**src/rtl/ita_output_buffer.sv**
```systemverilog
// Output stage of the activation/requantization datapath: aligns issued results
// through the activation latency, buffers them in a small FIFO and returns credit-based stall.
module ita_output_buffer #(
   parameter int N     = 16,
   parameter int WI    = 8,
   parameter int DEPTH = 4,
   parameter int LAT   = 3
) (
   input  logic            clk_i,
   input  logic            rst_ni,
   input  logic            clear_i,
   input  logic            calc_en_i,
   input  logic            last_i,
   input  logic [N*WI-1:0] data_i,
   output logic            valid_o,
   input  logic            ready_i,
   output logic [N*WI-1:0] data_o,
   output logic            last_o,
   output logic            stall_o,
   output logic            overflow_o,
   output logic [15:0]     tile_cnt_o
);

   localparam int AW = $clog2(DEPTH);
   localparam int CW = $clog2(DEPTH + LAT + 1);

   logic [LAT-1:0]  dly_v;
   logic [LAT-1:0]  dly_last;
   logic            wr_v;
   logic            wr_last;
   logic            rd;
   logic            wr;
   logic [N*WI-1:0] mem [DEPTH];
   logic [DEPTH-1:0] mem_last;
   logic [AW-1:0]   rd_ptr;
   logic [AW-1:0]   wr_ptr;
   logic [AW:0]     count;
   logic [CW-1:0]   inflight;
   logic [CW-1:0]   pending;

   assign wr_v    = dly_v[LAT-1];
   assign wr_last = dly_last[LAT-1];
   assign valid_o = (count != '0);
   assign rd      = valid_o & ready_i;
   assign wr      = wr_v & ((count != (AW+1)'(DEPTH)) | rd);
   assign data_o  = mem[rd_ptr];
   assign last_o  = mem_last[rd_ptr];

   // Credits already spent: stored entries plus issues still travelling the delay line.
   always_comb begin
      inflight = '0;
      for (int i = 0; i < LAT; i++) begin
         inflight = inflight + CW'(dly_v[i]);
      end
      pending = CW'(count) + inflight;
   end

   assign stall_o = (pending >= CW'(DEPTH));

   always_ff @(posedge clk_i or negedge rst_ni) begin
      if (!rst_ni) begin
         dly_v    <= '0;
         dly_last <= '0;
      end else if (clear_i) begin
         dly_v    <= '0;
         dly_last <= '0;
      end else begin
         dly_v[0]    <= calc_en_i;
         dly_last[0] <= last_i;
         for (int i = 1; i < LAT; i++) begin
            dly_v[i]    <= dly_v[i-1];
            dly_last[i] <= dly_last[i-1];
         end
      end
   end

   always_ff @(posedge clk_i or negedge rst_ni) begin
      if (!rst_ni) begin
         rd_ptr     <= '0;
         wr_ptr     <= '0;
         count      <= '0;
         overflow_o <= 1'b0;
         tile_cnt_o <= '0;
      end else if (clear_i) begin
         rd_ptr     <= '0;
         wr_ptr     <= '0;
         count      <= '0;
         overflow_o <= 1'b0;
         tile_cnt_o <= '0;
      end else begin
         if (rd) begin
            rd_ptr <= rd_ptr + 1'b1;
         end
         if (wr) begin
            wr_ptr <= wr_ptr + 1'b1;
         end
         case ({wr, rd})
            2'b10:   count <= count + 1'b1;
            2'b01:   count <= count - 1'b1;
            default: count <= count;
         endcase
         // A result that finds the FIFO full with no read in the same cycle is lost.
         if (wr_v && !wr) begin
            overflow_o <= 1'b1;
         end
         if (rd && last_o) begin
            tile_cnt_o <= tile_cnt_o + 16'd1;
         end
      end
   end

   always_ff @(posedge clk_i or negedge rst_ni) begin
      if (!rst_ni) begin
         for (int i = 0; i < DEPTH; i++) begin
            mem[i] <= '0;
         end
         mem_last <= '0;
      end else if (wr && !clear_i) begin
         mem[wr_ptr]      <= data_i;
         mem_last[wr_ptr] <= wr_last;
      end
   end

endmodule

```
**config.mk**
```make
export PLATFORM = sky130hd
export DESIGN_NAME = ita_output_buffer
export DESIGN_NICKNAME = d
export VERILOG_FILES = /design/src/rtl/ita_output_buffer.sv
export SDC_FILE = /design/constraint.sdc
export NUM_CORES = 1
export LEC_CHECK = 0
export BUFFER_PORTS_ARGS = -buffer_cell sky130_fd_sc_hd__clkbuf_2
export CORE_MARGIN = 4
export CORE_UTILIZATION = 34
export DETAILED_ROUTE_END_ITERATION = 6
export HOLD_SLACK_MARGIN = 0.12
export SKIP_CTS_REPAIR_TIMING = 1
export SLEW_MARGIN = 25
export SYNTH_ARGS = -nofsm -noshare
export SYNTH_HDL_FRONTEND = slang
export SYNTH_SLANG_ARGS = --single-unit
```
**constraint.sdc**
```tcl
create_clock -name clk_i -period 4.8 [get_ports clk_i]
set_input_delay 0.72 -clock clk_i [delete_from_list [all_inputs] [get_ports clk_i]]
set_output_delay 0.72 -clock clk_i [all_outputs]
set_load 0.1 [all_outputs]
```
After elaboration in Yosys (flattened, before gate mapping)
Index checks and enable logic that the tools add are counted.
- register bits: 546
- bits of input ports: 134
- output and inout bits: 148
- word-level logic and storage cells: 71
- $add $sub $neg: 8
- magnitude comparators: 7
- equality and inequality tests: 3
- muxes and demuxes: 23
- bitwise logic cells: 5
- reductions and logical operators: 13
- operator list (kind ; count):
    $bwmux 512 ; 1
    $mux 128 ; 3
    $bmux 128 s2 ; 1
    $demux 128 s2 ; 1
    $mux 16 ; 2
    $add 16x1->16 const B ; 1
    $ge 3x3->1 const B ; 3
    $mux 3 ; 3
    $mux 2 ; 4
    $reduce_bool 2->1 ; 4
    $lt 2x3->1 const B ; 2
    $not 2->3 ; 2
    $pmux 3 s2 ; 1
    $reduce_bool 3->1 ; 2
    $logic_and 1x1->1 ; 5
    $add 2x1->2 const B ; 2
    $bwmux 4 ; 1
    $mux 1 ; 4
    $add 2x1->3 ; 1
    $add 3x1->3 const B ; 1
    $add 3x3->3 ; 1
    $lt 3x1->1 const B ; 1
    $ne 3x3->1 const B ; 1
    $sub 3x1->3 const B ; 1
    9 further kinds ; 11

Depth between registers and ports, before layout
- depth after elaboration: 8
- depth in mapped cells: 6
- depth with buffers taken out: 6

Worst setup path after synthesis
No wires, ideal clock.
- kind: reg2out
- start: register count[0]
- end: output port stall_o
- arrival: 2.798 ns
- data required time: 4.080 ns
- slack: 1.282 ns
- cell stages (with the launch flop): 5
- path buffers: 0
- path through: dfrtp_1 > fa_1 > ha_1 > a31oi_1 > xnor2_1
- longest elaborated chain between the ends: 2
- ends and longest elaborated chain (item ; line ; source):
    from (decl) ; 37 ; logic [AW:0] count;
    from (signal assigned) ; 98 ; 2'b10: count <= count + 1'b1;
    from (signal assigned) ; 99 ; 2'b01: count <= count - 1'b1;
    from (signal assigned) ; 100 ; default: count <= count;
    $add 3x3->3 ; 55 ; pending = CW'(count) + inflight;
    $ge 3x3->1 ; 58 ; assign stall_o = (pending >= CW'(DEPTH));
    to (decl) ; 19 ; output logic stall_o,
Every way passes these cells.

Worst setup path in the final report
- start: register rd_ptr[0]
- end: output port data_o[64]
- longest elaborated chain between the ends: 4
- ends and longest elaborated chain (item ; line ; source):
    from (decl) ; 35 ; logic [AW-1:0] rd_ptr;
    from (signal assigned) ; 92 ; rd_ptr <= rd_ptr + 1'b1;
    $not 2->3 (implied by the code) ; 46 ; assign data_o = mem[rd_ptr];
    $bmux 128 s2 ; 46 ;
    $mux 128 (implied by the code) (2 in series) ; 46 ;
    to (decl) ; 17 ; output logic [N*WI-1:0] data_o,
Every way passes these cells. The select of a mux whose other input is x is not followed.

==> results.md <==
* Outcome: completed
* Most frequent cell after synthesis: sky130_fd_sc_hd__dfrtp_1
* Die area at 74040 um2
* Quantity of I/O buffers inserted on ports at 281
* CP required at 4.08 ns
* Total clock buffers created by CTS at 60
* Synth area leaders: sky130_fd_sc_hd__dfrtp_1 58%, sky130_fd_sc_hd__mux2_2 21%, sky130_fd_sc_hd__mux4_2 12%
* Total number of yosys warnings at 0
* Placement-stage cell area at 26170 um2
* Max Cap Violations at 0
* Min-Delay Endpoint: dly_v[0]
* Asr flop ratio synth at 1.000
* Portion of synthesized cell area occupied by the leading cell type at 0.5761
* Final clock period utilization by the worst path at 0.7716
* Endpoint kind of the worst setup timing path: primary output
* Post-detailed-placement half-perimeter wirelength at 34460 um
* Core outline area at 68830 um2
* Clock Pin Slew Worst Setup and Hold Paths at 0.06 ns
* Initial standard-cell utilization of the core at 0.3446
* WL final at 54460 um
* Netlist area before placement at 23720 um2
* Gr usage total at 0.1470
* Net count after synthesis at 1541
* Kind of critical path: reg2out
* Global-route congestion overflow total at 0
* HP Start: calc_en_i
* Hold-critical path depth at 2
* Area Overhead vs Synth at 19.00%
* Sum Neg Setup Slack at 0 ns
* Count of endpoints failing setup in the final report at 0
* Fill cell instance count of the final layout at 6311
* Worst-case clock skew at 0.01209 ns
* Max Freq at 0.2700 GHz
* Vias per Instance at 4.955
* Unrepaired setup endpoints after global routing: no
* Max Used Layer: met5
* Routed wirelength normalized by instance count at 20.44 um
* Via count at 13204
* Top cell type by total area after synthesis: sky130_fd_sc_hd__dfrtp_1
* Power, Total at 14.81 mW
* Die H at 272.1 um
* Critical Path Source: rd_ptr[0]
* Flip-flop and latch count after synthesis at 546
* Most common library cells after synthesis: 546 x sky130_fd_sc_hd__dfrtp_1, 446 x sky130_fd_sc_hd__mux2_2, 129 x sky130_fd_sc_hd__mux4_2, 71 x sky130_fd_sc_hd__mux2_1, 48 x sky130_fd_sc_hd__buf_4
* Final count of pins violating max slew at 0
* Clock root cell: sky130_fd_sc_hd__clkbuf_16
* CTS tree: done
* Met1 Routed Length at 23880 um
* X dimension of the die at 272.1 um
* Router iterations before antenna repair at 4
* Number of levels in the clock H-tree at 2
* Syn_area_per_cell at 16.95 um2
* Static Leakage at 13.77 nW
* WP data arrival at 2.98 ns
* Worst relative slew slack at 0.3376
* Slew at the pin closest to its max-slew limit at 0.9937 ns
* Final Hold Viols at 0
* Post-route cell area at 28220 um2
* Residual DRC at 0
* Netlist cell types at 37
* Reg2Reg Capture Point: mem[251]
* Sequential share of the synthesized area at 0.5761
* Worst hold-check path type: in2reg
* Number of flops mapped to enable cells by yosys at 0
* Post-synth top flop: sky130_fd_sc_hd__dfrtp_1
* Power Density at 524.8 nW/um2
* Core Rows at 96
* Net count, final at 1828
* Clock net sink count at 546
* Time the worst path needs with I/O delays and setup at 3.704 ns
* Post-DRT Antenna Nets at 0
* First-pass GRT wire length at 86950 um
* Startpoint of the worst register-to-register path: count[0]
* Worst ir drop on vdd at 0.3729 mV
* Vias in the first global route at 14887
* Clk_lat worst skew at 0.60 ns
* Length of routed met3 wiring at 2905 um
* Startpoint type of the worst setup path: flop
* RePlAce Congestion at 0.7685
* Number of buffers on the longest clock path at 3
* Reg2reg path depth at 5
* Initial antenna violation count at 5
* Largest net degree at the start of global routing at 123
* Synth Instances at 1399
* Starting DRC count in detailed routing at 619
* Ratio of cells with drive above 1 in the final layout at 0.5753
* Peak fanout along the critical path at 37
* Reg2reg setup slack at 1.91 ns
* Met2 wirelength from detailed routing at 26500 um
* I/O pin count at 282
-- layer usage --
layer  GRT usage  vias to the layer above
met5           0                        -
met4     0.03376                        8
met3     0.03850                       78
met2      0.2424                      232
met1      0.1965                     7060
li1            -                     5826
-- where the power goes --
| group | leakage, nW | switching, mW | total [mW] | internal (mW) |
|---|---|---|---|---|
| registers | 7.39 | 0.248 | 5.21 | 4.96 |
| clock network | 0.998 | 1.84 | 4.64 | 2.80 |
| logic | 5.38 | 3.81 | 4.96 | 1.15 |
-- cells by family (layout without fill, tap and decap cells) --
| family | Yosys count | after routing | synth area share |
|---|---|---|---|
| and+or+nand+nor | 66 | 66 | 0.01672 |
| DFF | 546 | 546 | 0.5761 |
| buffers and inverters | 94 | 428 | 0.02369 |
| adders and majority gates | 8 | 8 | 0.004854 |
| xor gates and xnor gates | 9 | 9 | 0.003323 |
| muxes | 647 | 647 | 0.3684 |
| AOI/OAI and AO/OA | 29 | 29 | 0.006911 |
| other | 0 | 1 | 0 |
-- state kept, by name, indices dropped and copies added, names as in the netlist --
signal / count
mem_last: 4
dly_v: 3
rd_ptr: 2
overflow_o: 1
tile_cnt_o: 16
wr_ptr: 2
mem: 512
count: 3
dly_last: 3
-- layout make-up --
class | instances | area [um2] | share of cell area
Sequential cell | 546 | 13670 | 0.4844
Multi-Input combinational cell | 759 | 9522 | 0.3374
Timing Repair Buffer | 315 | 1832 | 0.06491
Clock buffer | 87 | 1764 | 0.06251
Tap cell | 931 | 1165 | 0.04128
Clock inverter | 22 | 251.5 | 0.008911
Inverter | 4 | 15.01 | 0.0005320
Antenna cell | 1 | 2.502 | 0.00008867
-- critical path, cell delays in order, from the launching register on --
cell	delay (ns)
sky130_fd_sc_hd__dfrtp_4	1.00
sky130_fd_sc_hd__buf_4	0.41
sky130_fd_sc_hd__mux4_2	0.56
sky130_fd_sc_hd__clkbuf_2	0.39
-- metrics by stage --
| step | hold WS, ns | std cells | util | worst slack (ns) |
|---|---|---|---|---|
| floorplan | 0.4244 | 1399 | - | 1.282 |
| detailed placement | 0.4755 | 2553 | 0.3802 | 1.550 |
| CTS | 0.2710 | 2662 | 0.4095 | 0.9266 |
| finish | 0.3625 | 2665 | 0.4100 | 1.096 |
| global placement | 0.4601 | 2553 | 0.3802 | 1.644 |
| global route | 0.3261 | 2664 | 0.4100 | 0.8766 |
-- worst max-delay path by stage --
stage / endpoint / cells after the start
2_1_floorplan: stall_o / 4
3_3_place_gp: data_o[64] / 3
3_5_place_dp: mem[251] / 6
4_1_cts: data_o[64] / 3
5_1_grt: data_o[64] / 3
6_report: data_o[64] / 3
-- cell usage in the layout (no fill, tap or decap), types with 3 or more instances in the layout --
master / netlist / final
sky130_fd_sc_hd__a21oi_1: 13 / 13
sky130_fd_sc_hd__buf_12: 0 / 11
sky130_fd_sc_hd__buf_4: 48 / 21
sky130_fd_sc_hd__bufinv_16: 0 / 5
sky130_fd_sc_hd__clkbuf_1: 12 / 12
sky130_fd_sc_hd__clkbuf_16: 0 / 61
sky130_fd_sc_hd__clkbuf_2: 0 / 280
sky130_fd_sc_hd__clkbuf_8: 0 / 14
sky130_fd_sc_hd__clkinv_2: 0 / 12
sky130_fd_sc_hd__dfrtp_1: 546 / 544
sky130_fd_sc_hd__ha_1: 6 / 6
sky130_fd_sc_hd__inv_1: 4 / 4
sky130_fd_sc_hd__mux2_1: 71 / 71
sky130_fd_sc_hd__mux2_2: 446 / 446
sky130_fd_sc_hd__mux4_2: 129 / 129
sky130_fd_sc_hd__nand2_1: 10 / 6
sky130_fd_sc_hd__nand2_4: 0 / 4
sky130_fd_sc_hd__nand3_1: 6 / 6
sky130_fd_sc_hd__nand4_1: 4 / 4
sky130_fd_sc_hd__nor2_1: 12 / 12
sky130_fd_sc_hd__nor2b_1: 9 / 9
sky130_fd_sc_hd__nor3_1: 3 / 3
sky130_fd_sc_hd__o21ai_0: 9 / 9
sky130_fd_sc_hd__or3_1: 10 / 10
sky130_fd_sc_hd__xnor2_1: 4 / 4
sky130_fd_sc_hd__xor2_1: 5 / 5
Note: power is estimated with default switching activity, not from simulation.
